$ cat config.mk
export PLATFORM = sky130hd
export DESIGN_NAME = mix_agc_level
export DESIGN_NICKNAME = d
export VERILOG_FILES = /design/src/rtl/mix_agc_level.sv
export SDC_FILE = /design/constraint.sdc
export NUM_CORES = 1
export LEC_CHECK = 0
export ABC_AREA = 1
export BUFFER_PORTS_ARGS = -buffer_cell sky130_fd_sc_hd__buf_2
export CORE_MARGIN = 2
export CORE_UTILIZATION = 45
export DETAILED_ROUTE_END_ITERATION = 10
export GPL_TIMING_DRIVEN = 0
export PLACE_DENSITY = 0.69
export SLEW_MARGIN = 20
export SYNTH_ARGS = -nofsm -noshare
export SYNTH_HDL_FRONTEND = slang
export SYNTH_SLANG_ARGS = --single-unit
$ cat constraint.sdc
create_clock -name clk -period 2.2 [get_ports clk]
set_clock_uncertainty 0.15 [all_clocks]
set_input_delay 0.22 -clock clk [delete_from_list [all_inputs] [get_ports clk]]
set_output_delay 0.22 -clock clk [all_outputs]
set_load 0.005 [all_outputs]
$ cat src/rtl/mix_agc_level.sv
// Peak-detecting AGC loop: measures |sample| over a window and steps a gain code.
// Optional MIX_AGC_CONFIRM_EN: a step needs two consecutive windows agreeing on direction.
module mix_agc_level #(
    parameter int unsigned SAMPLE_WIDTH  = 8,
    parameter int unsigned CODE_WIDTH    = 3,
    parameter int unsigned WINDOW_LOG2   = 6,
    parameter int unsigned HI_THRESH     = 96,
    parameter int unsigned LO_THRESH     = 32,
    parameter int unsigned SETTLE_CYCLES = 16,
    parameter int unsigned RESET_CODE    = 3
) (
    input  logic                           clk,
    input  logic                           rst,
    input  logic                           sample_valid,
    input  logic signed [SAMPLE_WIDTH-1:0] sample_in,
    input  logic                           agc_enable,
    input  logic [CODE_WIDTH-1:0]          manual_code,
    output logic [CODE_WIDTH-1:0]          agc_code,
    output logic                           code_update,
    output logic [SAMPLE_WIDTH-2:0]        peak_out
);

    localparam int unsigned MagW = SAMPLE_WIDTH - 1;
    localparam int unsigned SetW = (SETTLE_CYCLES > 1) ? $clog2(SETTLE_CYCLES) : 1;

    localparam logic [CODE_WIDTH-1:0]  CodeMax    = {CODE_WIDTH{1'b1}};
    localparam logic [CODE_WIDTH-1:0]  CodeOne    = CODE_WIDTH'(1);
    localparam logic [CODE_WIDTH-1:0]  CodeRst    = CODE_WIDTH'(RESET_CODE);
    localparam logic [WINDOW_LOG2-1:0] WinOne     = WINDOW_LOG2'(1);
    localparam logic [SetW-1:0]        SetOne     = SetW'(1);
    localparam logic [SetW-1:0]        SettleLast = SetW'(SETTLE_CYCLES - 1);
    localparam logic [MagW-1:0]        HiTh       = MagW'(HI_THRESH);
    localparam logic [MagW-1:0]        LoTh       = MagW'(LO_THRESH);

    typedef enum logic [1:0] {StMeasure, StDecide, StSettle} state_e;

    state_e                  state_q, state_d;
    logic [WINDOW_LOG2-1:0]  win_q, win_d;
    logic [SetW-1:0]         settle_q, settle_d;
    logic [MagW-1:0]         peak_q, peak_d;
    logic [MagW-1:0]         peak_out_q, peak_out_d;
    logic [CODE_WIDTH-1:0]   code_q, code_d;
    logic                    update_q, update_d;

    logic [SAMPLE_WIDTH-1:0] neg_s;
    logic [MagW-1:0]         mag;
    logic                    want_dn, want_up, go_dn, go_up;

`ifdef MIX_AGC_CONFIRM_EN
    typedef enum logic [1:0] {PendNone, PendUp, PendDn} pend_e;
    pend_e pend_q, pend_d;
`endif

    // Two's-complement negation overflows only for the most negative value.
    always_comb begin
        neg_s = -sample_in;
        if (!sample_in[SAMPLE_WIDTH-1]) begin
            mag = sample_in[MagW-1:0];
        end else if (neg_s[SAMPLE_WIDTH-1]) begin
            mag = '1;
        end else begin
            mag = neg_s[MagW-1:0];
        end
    end

    always_comb begin
        want_dn = (peak_q > HiTh);
        want_up = (peak_q < LoTh);
`ifdef MIX_AGC_CONFIRM_EN
        go_dn = want_dn && (code_q != '0) && (pend_q == PendDn);
        go_up = want_up && (code_q != CodeMax) && (pend_q == PendUp);
`else
        go_dn = want_dn && (code_q != '0);
        go_up = want_up && (code_q != CodeMax);
`endif
    end

    always_comb begin
        state_d    = state_q;
        win_d      = win_q;
        settle_d   = settle_q;
        peak_d     = peak_q;
        peak_out_d = peak_out_q;
        code_d     = code_q;
`ifdef MIX_AGC_CONFIRM_EN
        pend_d     = pend_q;
`endif
        if (!agc_enable) begin
            state_d  = StMeasure;
            win_d    = '0;
            settle_d = '0;
            peak_d   = '0;
            code_d   = manual_code;
`ifdef MIX_AGC_CONFIRM_EN
            pend_d   = PendNone;
`endif
        end else begin
            unique case (state_q)
                StMeasure: begin
                    if (sample_valid) begin
                        if (mag > peak_q) peak_d = mag;
                        win_d = win_q + WinOne;
                        if (win_q == '1) state_d = StDecide;
                    end
                end
                StDecide: begin
                    peak_out_d = peak_q;
                    peak_d     = '0;
                    win_d      = '0;
                    if (go_dn) begin
                        code_d = code_q - CodeOne;
                    end else if (go_up) begin
                        code_d = code_q + CodeOne;
                    end
                    state_d = (go_dn || go_up) ? StSettle : StMeasure;
`ifdef MIX_AGC_CONFIRM_EN
                    if (go_dn || go_up) pend_d = PendNone;
                    else if (want_dn)   pend_d = PendDn;
                    else if (want_up)   pend_d = PendUp;
                    else                pend_d = PendNone;
`endif
                end
                StSettle: begin
                    if (settle_q == SettleLast) begin
                        settle_d = '0;
                        state_d  = StMeasure;
                    end else begin
                        settle_d = settle_q + SetOne;
                    end
                end
                default: state_d = StMeasure;
            endcase
        end
        update_d = (code_d != code_q);
    end

    always_ff @(posedge clk) begin
        if (rst) begin
            state_q    <= StMeasure;
            win_q      <= '0;
            settle_q   <= '0;
            peak_q     <= '0;
            peak_out_q <= '0;
            code_q     <= CodeRst;
            update_q   <= 1'b0;
`ifdef MIX_AGC_CONFIRM_EN
            pend_q     <= PendNone;
`endif
        end else begin
            state_q    <= state_d;
            win_q      <= win_d;
            settle_q   <= settle_d;
            peak_q     <= peak_d;
            peak_out_q <= peak_out_d;
            code_q     <= code_d;
            update_q   <= update_d;
`ifdef MIX_AGC_CONFIRM_EN
            pend_q     <= pend_d;
`endif
        end
    end

    assign agc_code    = code_q;
    assign code_update = update_q;
    assign peak_out    = peak_out_q;

endmodule
==> impl_metrics.toml <==
[setup_path]
cp_max_fo = 5
r2r-end = "peak_q[5]$_SDFFE_PP0P_"
cpPeakStageDelay_ns = 0.27
arrival_ns = 2.11
reg2reg_from = "peak_q[6]$_SDFFE_PP0P_"
reg2regPathDepth = 10
rrSetupSlack_ns = 0.26
setup.worst_path.start_class = "input port"
cp_slowest_cell = "ha_4"
cp.required_ns = 2.20
setup.worst_path.end_class = "flop"
worstSetupPathType = "in -> reg"
cp_cell_sequence = "buf_4 > inv_4 > ha_4 > nand2_2 > o31ai_4 > or2_4 > nand3_4 > ha_4 > nand2_2 > nor2_2 > nand2_1 > o211ai_1 > nand3_2 > buf_6 > nor2_2 > a211oi_2"

[routing]
drt_iter0_drc = 47
antenna_left = 0
via_per_inst = 4.94
wl_per_cell_um = 10.8
drc = 0
routed_wl_mm = 3.73
vias = 1698
drtPass1Iterations = 4

[sta]
setup_viol = 0
fin_ws_ns = 0.0850
hold_viol_final = 0
worst_pin_slew_ns = 0.437
fmax_mhz = 473
max_slew_margin = 0.709
rsz0062_at_grt = "yes"
tns_ns = 0
timing.final.crit_share = 0.961
maxSlewViolCount = 0
post-route-min-period_ns = 2.11

[finish]
drive_gt1_frac = 0.303
synthToLayoutAreaGrowth_pct = 25.5
fin_cells = 344
final_area_um2 = 2290
insertedDiodeCount = 0
nets = 322
layout_common_cells = "52 x nand2_1, 30 x dfxtp_1, 28 x inv_1"
final_common_cell = "nand2_1"

[die]
core_um2 = 3940
initial_core_util = 0.463
core.rowCount = 23
die_h_um = 67.7
die_area_um2 = 4580
io_pins = 26
die_x_um = 67.7

[synthesis]
ys_async_sr_fraction = 0
synth_cell_types = 31
ys_seq_area_frac = 0.329
netlist.area_leader.share = 0.329
dominantRegCellSynth = "dfxtp_1"
synthesis.area_um2 = 1830
ys_top_cells_by_area = "dfxtp_1 33%, nand2_1 12%, ha_1 9.6%"
yosysWarnings = 0
syn_inst = 255
ys_ff_latch = 30
synth-edff-count = 0
synthesis.nets = 284
yosysTopAreaCell = "dfxtp_1"
syn_avg_cell_area_um2 = 7.16

[worst_hold_path]
hold_class = "in -> reg"
holdPathEnd = "state_q[0]$_SDFFE_PP0P_"
whs_path_depth = 3
min_from = "sample_valid"

[placement]
dpl_worst_slack_ns = -0.416
place_inst = 330
gp_congestion = 0.820
place_hpwl_mm = 2.80
dpl-instance-area_um2 = 2050
numPortBuffers = 25

[pwr]
switching_share = 0.282
p_seq_frac = 0.446
finalPower_w = 0.00128
vdd_ir_drop_max_mv = 0.505
combPwrFrac = 0.203
p_int_w = 0.000916
clkPwrFrac = 0.352
powerDensity_nw_per_um2 = 557
p_sw_w = 0.000361
p_leak_nw = 0.984

[job]
max_cap_viol_count = 0

[clocking]
cts-htree-levels = 2
cts_sinks = 30
cts-buffers-inserted = 5
cts_tree = "done"
cts.clk_slew.worst_paths_ns = 0.07
clkLatencyLatePin_ns = 0.27
cts_root_buffer = "clkbuf_8"
clock_path_buffers = 2

[global_route]
grt_max_degree = 11
grt_pass1_wl_mm = 6.22
grt_usage = 0.174
grt_pass1_vias = 1547
grt_overflow = 0
antenna_found_initial = 0

[run_status]
status = "complete, no violations"
[how the worst max path moves through the flow]
stage	from	endpoint	depth (start not counted)
4_1_cts	sample_in[0]	peak_q[5]$_SDFFE_PP0P_	15
6_report	sample_in[0]	peak_q[5]$_SDFFE_PP0P_	16
3_5_place_dp	sample_in[0]	peak_q[0]$_SDFFE_PP0P_	16
3_3_place_gp	sample_in[0]	peak_q[0]$_SDFFE_PP0P_	16
2_1_floorplan	sample_in[1]	peak_q[0]$_SDFFE_PP0P_	15
5_1_grt	sample_in[3]	peak_q[2]$_SDFFE_PP0P_	17
[critical path: cells and delay by family]
kind                       cells  cell delay (ns)
AOI/OAI and AO/OA              3             0.32
adders and majority gates      2             0.40
buffers and inverters          3             0.37
and+or+nand+nor                8             0.79
[sequential cells by signal, summed over array words and instances (netlist names)]
register     cells
state_q          2
settle_q         4
code_update      1
peak_out         7
agc_code         3
win_q            6
peak_q           7
[power by group through the flow]
stage	sequential (W)	clock [W]	combinational, W
floorplan	0.000579	0	0.000159
global placement	0.000581	0	0.000212
detailed placement	0.000581	0	0.000216
CTS	0.000569	0.000463	0.000224
global route	0.000571	0.000485	0.000295
finish	0.000569	0.000449	0.000259
[cell type report]
class / count / area (µm²)
Buffer: 3 / 13.8
Clock buffer: 7 / 86.3
Clock inverter: 1 / 5.00
Fill cell: 363 / 1650
Inverter: 34 / 135
Multi-Input combinational cell: 188 / 1210
Sequential cell: 30 / 601
Tap cell: 50 / 62.6
Timing Repair Buffer: 31 / 180
[synth_stat cells (5+ instances only)]
library cell  count
nand2_1          56
dfxtp_1          30
inv_1            30
a21oi_1          27
nand3_1          20
nor2_1           17
ha_1             14
nand2_2           8
nor3_1            5
[cell families (layout without fill, tap and decap cells)]
kind of cell / Yosys count / after routing / synth area share
compound gates: 47 / 47 / 0.156
simple gates: 123 / 123 / 0.323
fa+ha+maj: 14 / 14 / 0.0960
xor+xnor: 4 / 4 / 0.0192
flops: 30 / 30 / 0.329
buf+inv: 37 / 76 / 0.0774
[repair_timing]
item | CTS | global route
setup buffers | 2 | 4
hold buffers | 0 | 0
gates resized for setup | 1 | 26
pin swaps | 1 | 14
setup endpoints to repair | 7 | 8
[per-layer routing]
layer / routed length (µm) / track usage
met5: 0 / 0
met4: 42 / 0.0510
met3: 99 / 0.0400
met2: 1730 / 0.289
met1: 1850 / 0.222
[through the flow]
stage,hold slack [ns],util
3_5_place_dp,0.300,0.520
2_1_floorplan,0.201,-
4_1_cts,0.0308,0.548
6_report,0.0387,0.581
5_1_grt,0.0404,0.581
3_3_place_gp,0.296,0.520
Power figures use the tool's default switching activity.
